$ cat config.mk
export PLATFORM = sky130hd
export DESIGN_NAME = fir_frame_ctrl
export DESIGN_NICKNAME = d
export VERILOG_FILES = /design/src/rtl/fir_ctrl_pkg.sv /design/src/rtl/fir_ctrl_counter.sv /design/src/rtl/fir_frame_ctrl.sv
export SDC_FILE = /design/constraint.sdc
export NUM_CORES = 1
export LEC_CHECK = 0
export BUFFER_PORTS_ARGS = -buffer_cell sky130_fd_sc_hd__buf_2
export CAP_MARGIN = 10
export CORE_MARGIN = 1.5
export CORE_UTILIZATION = 49
export DETAILED_ROUTE_END_ITERATION = 12
export PLACE_DENSITY = 0.83
export RECOVER_POWER = 50
export SKIP_LAST_GASP = 1
export SYNTH_ARGS = -nofsm -noshare
export SYNTH_HDL_FRONTEND = slang
export SYNTH_SLANG_ARGS = --single-unit
$ cat constraint.sdc
create_clock -name clk -period 4.19 [get_ports clk]
set_input_delay 0.419 -clock clk [delete_from_list [all_inputs] [get_ports clk]]
set_output_delay 0.419 -clock clk [all_outputs]
set_load 0.02 [all_outputs]
$ cat src/rtl/fir_ctrl_pkg.sv
// Shared constants and state type for the FIR frame sequencer.
package fir_ctrl_pkg;

   // Tap count of the attached filter; must match the filter build (>= 2).
   localparam int N_TAPS     = 4;
   // Group delay used to centre the "same"-length output window.
   localparam int SAME_DELAY = (N_TAPS - 1) / 2;
   // Zero cycles needed to drain (or purge) the filter delay line.
   localparam int FLUSH_LEN  = N_TAPS - 1;
   // Width of the shared purge/flush down-counter.
   localparam int CNT_W      = (FLUSH_LEN > 1) ? $clog2(FLUSH_LEN) : 1;

   typedef enum logic [1:0] {
      PURGE = 2'd0,
      IDLE  = 2'd1,
      RUN   = 2'd2,
      FLUSH = 2'd3
   } state_t;

endpackage

$ cat src/rtl/fir_ctrl_counter.sv
// Loadable down-counter with zero flag; times both PURGE and FLUSH.
module fir_ctrl_counter #(
   parameter int               WIDTH   = 2,
   parameter logic [WIDTH-1:0] RST_VAL = '0
) (
   input  logic             clk,
   input  logic             rst,
   input  logic             load,
   input  logic             en,
   input  logic [WIDTH-1:0] load_val,
   output logic [WIDTH-1:0] cnt,
   output logic             zero
);

   // Reset loads the purge length; decrement stops at zero.
   always_ff @(posedge clk or posedge rst) begin
      if (rst)
         cnt <= RST_VAL;
      else if (load)
         cnt <= load_val;
      else if (en && (cnt != '0))
         cnt <= cnt - WIDTH'(1);
   end

   assign zero = (cnt == '0);

endmodule

$ cat src/rtl/fir_frame_ctrl.sv
// Frame sequencer for the free-running FIR: purge, feed, zero-tail flush,
// and valid/last tagging of the filter output.
module fir_frame_ctrl
   import fir_ctrl_pkg::*;
#(
   parameter int IN_WIDTH  = 16,
   parameter int OUT_WIDTH = 40,
   parameter int LEN_WIDTH = 16
) (
   input  logic                 clk,
   input  logic                 rst,
   input  logic                 s_valid,
   output logic                 s_ready,
   input  logic [IN_WIDTH-1:0]  s_data,
   input  logic                 s_last,
   input  logic                 mode_same,
   output logic [IN_WIDTH-1:0]  fir_x,
   input  logic [OUT_WIDTH-1:0] fir_y,
   output logic                 m_valid,
   output logic [OUT_WIDTH-1:0] m_data,
   output logic                 m_last,
   output logic                 busy,
   output logic                 err_gap,
   input  logic                 err_clr
);

   localparam logic [CNT_W-1:0]     FL_LAST = CNT_W'(FLUSH_LEN - 1);
   localparam logic [LEN_WIDTH:0]   D_X     = (LEN_WIDTH+1)'(SAME_DELAY);
   localparam logic [LEN_WIDTH-1:0] LEN_MAX =
      LEN_WIDTH'((longint'(1) << LEN_WIDTH) - longint'(N_TAPS));

   state_t               state, state_nxt;
   logic [LEN_WIDTH-1:0] len, len_nxt;
   logic [IN_WIDTH-1:0]  fx_nxt;
   logic                 mode_q, mode_nxt;
   logic                 err_set;
   logic                 cnt_load, cnt_en, cnt_zero;
   logic [CNT_W-1:0]     cnt;
   logic                 tag_vld, tag_lst;
   logic [2:1]           vld_pipe, lst_pipe;

   logic [CNT_W-1:0]     fl_j;
   logic [LEN_WIDTH:0]   len_x, k_fl, win_hi;
   logic                 len_sat;

   fir_ctrl_counter #(
      .WIDTH   (CNT_W),
      .RST_VAL (FL_LAST)
   ) u_cnt (
      .clk      (clk),
      .rst      (rst),
      .load     (cnt_load),
      .en       (cnt_en),
      .load_val (FL_LAST),
      .cnt      (cnt),
      .zero     (cnt_zero)
   );

   // Output index during the tail is len + flush step; same-mode window ends at D+len-1.
   assign fl_j    = FL_LAST - cnt;
   assign len_x   = {1'b0, len};
   assign k_fl    = len_x + (LEN_WIDTH+1)'(fl_j);
   assign win_hi  = len_x + D_X - (LEN_WIDTH+1)'(1);
   assign len_sat = (len == LEN_MAX);

   // Next state, filter drive and tag for the beat launched at the next edge.
   always_comb begin
      state_nxt = state;
      s_ready   = 1'b0;
      fx_nxt    = '0;
      len_nxt   = len;
      mode_nxt  = mode_q;
      err_set   = 1'b0;
      cnt_load  = 1'b0;
      cnt_en    = 1'b0;
      tag_vld   = 1'b0;
      tag_lst   = 1'b0;
      case (state)
         PURGE: begin
            cnt_en = 1'b1;
            if (cnt_zero) state_nxt = IDLE;
         end
         IDLE: begin
            s_ready = 1'b1;
            if (s_valid) begin
               fx_nxt   = s_data;
               mode_nxt = mode_same;
               len_nxt  = LEN_WIDTH'(1);
               // entry beat is output index 0
               tag_vld  = !mode_same || (D_X == '0);
               tag_lst  = s_last && mode_same && (D_X == '0);
               if (s_last) begin
                  state_nxt = FLUSH;
                  cnt_load  = 1'b1;
               end else begin
                  state_nxt = RUN;
               end
            end
         end
         RUN: begin
            s_ready = 1'b1;
            // a missing sample is fed as zero and still counts toward the frame
            fx_nxt  = s_valid ? s_data : '0;
            err_set = !s_valid || len_sat;
            if (!len_sat) len_nxt = len + LEN_WIDTH'(1);
            tag_vld = !mode_q || (len_x >= D_X);
            tag_lst = s_valid && s_last && mode_q && (D_X == '0);
            if (s_valid && s_last) begin
               state_nxt = FLUSH;
               cnt_load  = 1'b1;
            end
         end
         FLUSH: begin
            cnt_en  = 1'b1;
            tag_vld = !mode_q || ((k_fl >= D_X) && (k_fl <= win_hi));
            tag_lst = mode_q ? (k_fl == win_hi) : cnt_zero;
            if (cnt_zero) state_nxt = IDLE;
         end
         default: state_nxt = PURGE;
      endcase
   end

   // Control state, filter drive register and frame bookkeeping.
   always_ff @(posedge clk or posedge rst) begin
      if (rst) begin
         state  <= PURGE;
         fir_x  <= '0;
         len    <= '0;
         mode_q <= 1'b0;
      end else begin
         state  <= state_nxt;
         fir_x  <= fx_nxt;
         len    <= len_nxt;
         mode_q <= mode_nxt;
      end
   end

   // Sticky gap/overflow flag; a new set wins over a clear.
   always_ff @(posedge clk or posedge rst) begin
      if (rst)
         err_gap <= 1'b0;
      else
         err_gap <= err_set | (err_gap & ~err_clr);
   end

   // Two-stage tag pipe: stage 1 rides with fir_x, stage 2 lines up with fir_y.
   always_ff @(posedge clk or posedge rst) begin
      if (rst) begin
         vld_pipe <= '0;
         lst_pipe <= '0;
      end else begin
         vld_pipe <= {vld_pipe[1], tag_vld};
         lst_pipe <= {lst_pipe[1], tag_lst};
      end
   end

   assign m_valid = vld_pipe[2];
   assign m_last  = lst_pipe[2];
   assign m_data  = fir_y;
   assign busy    = (state != IDLE);

endmodule
==> results.py <==
metrics = {
    "routing": {
        "wl_met1_mm": 2.663,
        "drt_first_pass_iters": 4,
        "drc": 0,
        "num_vias": 2280,
        "met2_length_mm": 2.918,
        "routed_via_density": 5.602,
        "wl_mm": 6.099,
        "top_layer_used": "met4",
        "ant_nets": 0,
        "drt_iter0_markers": 127,
        "route.met3.wl_um": 371,
        "wire_per_inst_um": 14.99,
    },
    "pwr": {
        "combPwrFrac_pct": 51.7,
        "power.switching_mw": 0.7257,
        "p_clk_share_pct": 15.6,
        "leakage_nw": 1.471,
        "swShare_pct": 41.42,
        "ir_drop_mv": 0.4542,
        "internal_power_mw": 1.026,
        "sequentialPowerShare_pct": 32.7,
        "powerDensity_nw_per_um2": 577.2,
    },
    "worst_setup_path": {
        "endpoint_kind": "flop",
        "rr_startpoint": "u_cnt.cnt[1]",
        "worstPathArrival_ps": 3840,
        "worst-setup-path-type": "reg2reg",
        "ff2ff_path_depth": 15,
        "rr_endpoint": "lst_pipe[1]",
        "crit_fanout": 4,
        "crit_path_start_kind": "flop",
        "r2r_slack_ps": 580,
        "required_ps": 4420,
    },
    "die": {
        "die_area_sq_um": 6671,
        "fp.dieH_um": 81.68,
        "die_w_um": 81.68,
        "rows": 28,
        "core_sq_um": 5956,
        "start_util_pct": 50.92,
        "boundaryPins": 123,
    },
    "timing": {
        "fin_crit_ps": 3608,
        "drv_slew": 43,
        "finalSetupViolCount": 0,
        "tns_ps": 0,
        "max_slew_margin_pct": -40.80,
        "fin_skew_ps": 12.03,
        "rsz0062_at_grt": "false",
        "finalHoldViolCount": 0,
        "fmax_ghz": 0.2772,
        "period_share_pct": 86.11,
        "worstMarginPinSlew_ps": 2112,
    },
    "placed_design": {
        "dp_cells": 399,
        "gp_congestion": 0.9497,
        "io_buffers": 42,
        "dp_hpwl_mm": 4.684,
    },
    "synthesis": {
        "synth_top_family_by_area": "simple AND/OR/NAND/NOR gates",
        "synth_seq_area_share_pct": 34.69,
        "synth_warnings": 0,
        "synth_cell_type_count": 54,
        "synthXorXnorAreaFrac_pct": 5.487,
        "synth_top_area_cell": "dfrtp_1",
        "netlist.area_leader.share_pct": 33.83,
        "netlist_area_sq_um": 3033,
        "synth_common_cells": "buf_4, dfrtp_1, inv_1",
        "syn_nets": 425,
        "synth_area_leaders": "dfrtp_1, buf_4, ha_1",
        "avgSynthCellArea_sq_um": 8.868,
        "synth_compound_gate_area_share_pct": 9.860,
        "synth-adder-area-share_pct": 8.911,
        "muxShareOfSynthArea_pct": 1.691,
        "netlist_instances": 342,
        "synth-simple-area-share_pct": 23.06,
        "synth_seq_cells": 42,
        "synth_edf_count": 0,
        "synthArstFlopShare_pct": 100.0,
        "yosys_most_used_dff": "dfrtp_1",
    },
    "clock_tree": {
        "postCtsHoldBufs": 0,
        "cts.path.max_buffers": 2,
        "ctsResizeCount": 0,
        "cts_buffers": 5,
        "cts.sinks": 42,
        "clk_pin_slew_ps": 90,
        "h-tree-depth": 2,
        "tritoncts": "built",
        "clk-insertion-delay-late_ps": 300,
        "cts_setup_buffers": 0,
        "cts-root-buf": "clkbuf_8",
    },
    "grt": {
        "grt_max_degree": 43,
        "grt_remaining_overflow": 0,
        "grt_pass1_wl_mm": 10.11,
        "grt_usage_pct": 19.58,
        "antenna_found_initial": 0,
        "first_global_vias": 2112,
    },
    "hold_path": {
        "worst_hold_path_type": "in2reg",
        "min_from": "err_clr",
        "hold_end": "err_gap",
        "hold_depth": 2,
    },
    "finish": {
        "drive_gt1_share_pct": 18.37,
        "area_delta_synth_final_pct": 0.08246,
        "fin_cells": 407,
        "nFillCells": 565,
        "nNetsFinal": 414,
        "n_antenna_cell": 0,
    },
    "outcome": {
        "violations": "max-capacitance violations, max-slew violations",
        "status": "finished, violations left",
    },
    "flow_run": {
        "cap_violations": 1,
    },
}
## layout make-up
class | instances | area, sq um | share of cell area [%]
clock inverters | 2 | 12.51 | 0.4122
multi-input cells | 214 | 1486 | 48.97
repair buffers | 43 | 214.0 | 7.049
flip-flops and latches | 42 | 1052 | 34.67
inverters | 25 | 93.84 | 3.092
well taps | 75 | 93.84 | 3.092
clock buffers | 6 | 82.58 | 2.721
## per-layer routing
layer,GRT usage [%],vias up
met3,4.556,26
li1,-,1111
met4,7.288,0
met1,26.67,1076
met5,0,-
met2,30.33,67
## critical path, stage by stage (launching register included)
cell	delay (ps)
dfstp_2	540
inv_1	40
ha_1	320
inv_1	60
ha_1	270
a21oi_1	280
nor3_1	120
and3_1	220
and3_1	190
ha_1	310
xor2_1	190
and2_1	180
o2111ai_1	150
nor4_1	440
mux2i_1	140
nor2_1	110
## worst max-delay path by stage
stage | startpoint | end | slack [ps] | depth (start not counted)
after global placement | u_cnt.cnt[1] | lst_pipe[1] | 850 | 15
final | u_cnt.cnt[1] | lst_pipe[1] | 580 | 15
after floorplan | u_cnt.cnt[1] | lst_pipe[1] | 1050 | 15
after CTS | u_cnt.cnt[1] | lst_pipe[1] | 630 | 15
after detailed placement | u_cnt.cnt[1] | lst_pipe[1] | 660 | 15
after global routing | u_cnt.cnt[1] | lst_pipe[1] | 360 | 15
## state kept, by name, indices dropped and copies added (netlist names)
name,flops
err_gap,1
fir_x,16
len,16
lst_pipe,2
mode_q,1
state,2
u_cnt.cnt,2
vld_pipe,2
## metrics by stage
stage	area (sq um)	worst slack (ps)	hold slack [ps]	power (mW)	utilization (%)
4_1_cts	3039	626.9	247.2	1.760	51.03
3_5_place_dp	2944	661.1	346.3	1.482	49.43
6_report	3035	582.2	321.9	1.752	50.97
3_3_place_gp	2944	846.2	340.5	1.457	49.43
2_1_floorplan	3033	1050	331.2	1.324	-
5_1_grt	3035	361.7	330.7	1.900	50.97
## cell families (layout without fill, tap and decap cells)
logic type	count (synthesis)	after routing
compound gates	46	46
xor+xnor	19	19
fa+ha+maj	21	21
buf+inv	86	76
flops	42	42
mux	5	5
simple gates	123	123
## power groups by stage
| stage | Clock [mW] | Combinational, mW | Sequential, mW |
|---|---|---|---|
| 2_1_floorplan | 0 | 0.717 | 0.607 |
| 3_3_place_gp | 0 | 0.882 | 0.575 |
| 3_5_place_dp | 0 | 0.902 | 0.579 |
| 4_1_cts | 0.280 | 0.908 | 0.573 |
| 5_1_grt | 0.296 | 1.02 | 0.586 |
| 6_report | 0.273 | 0.906 | 0.573 |
## cell usage in the layout (no fill, tap or decap), types with 9 or more instances in the layout
cell,count
nor3_1,9
and3_1,22
dfrtp_1,41
a21oi_1,11
nor2_1,21
buf_2,42
nand3_1,9
ha_1,20
inv_1,25
xnor2_1,13
nand2_1,18
o21ai_0,11
Note: power is estimated with default switching activity, not from simulation.
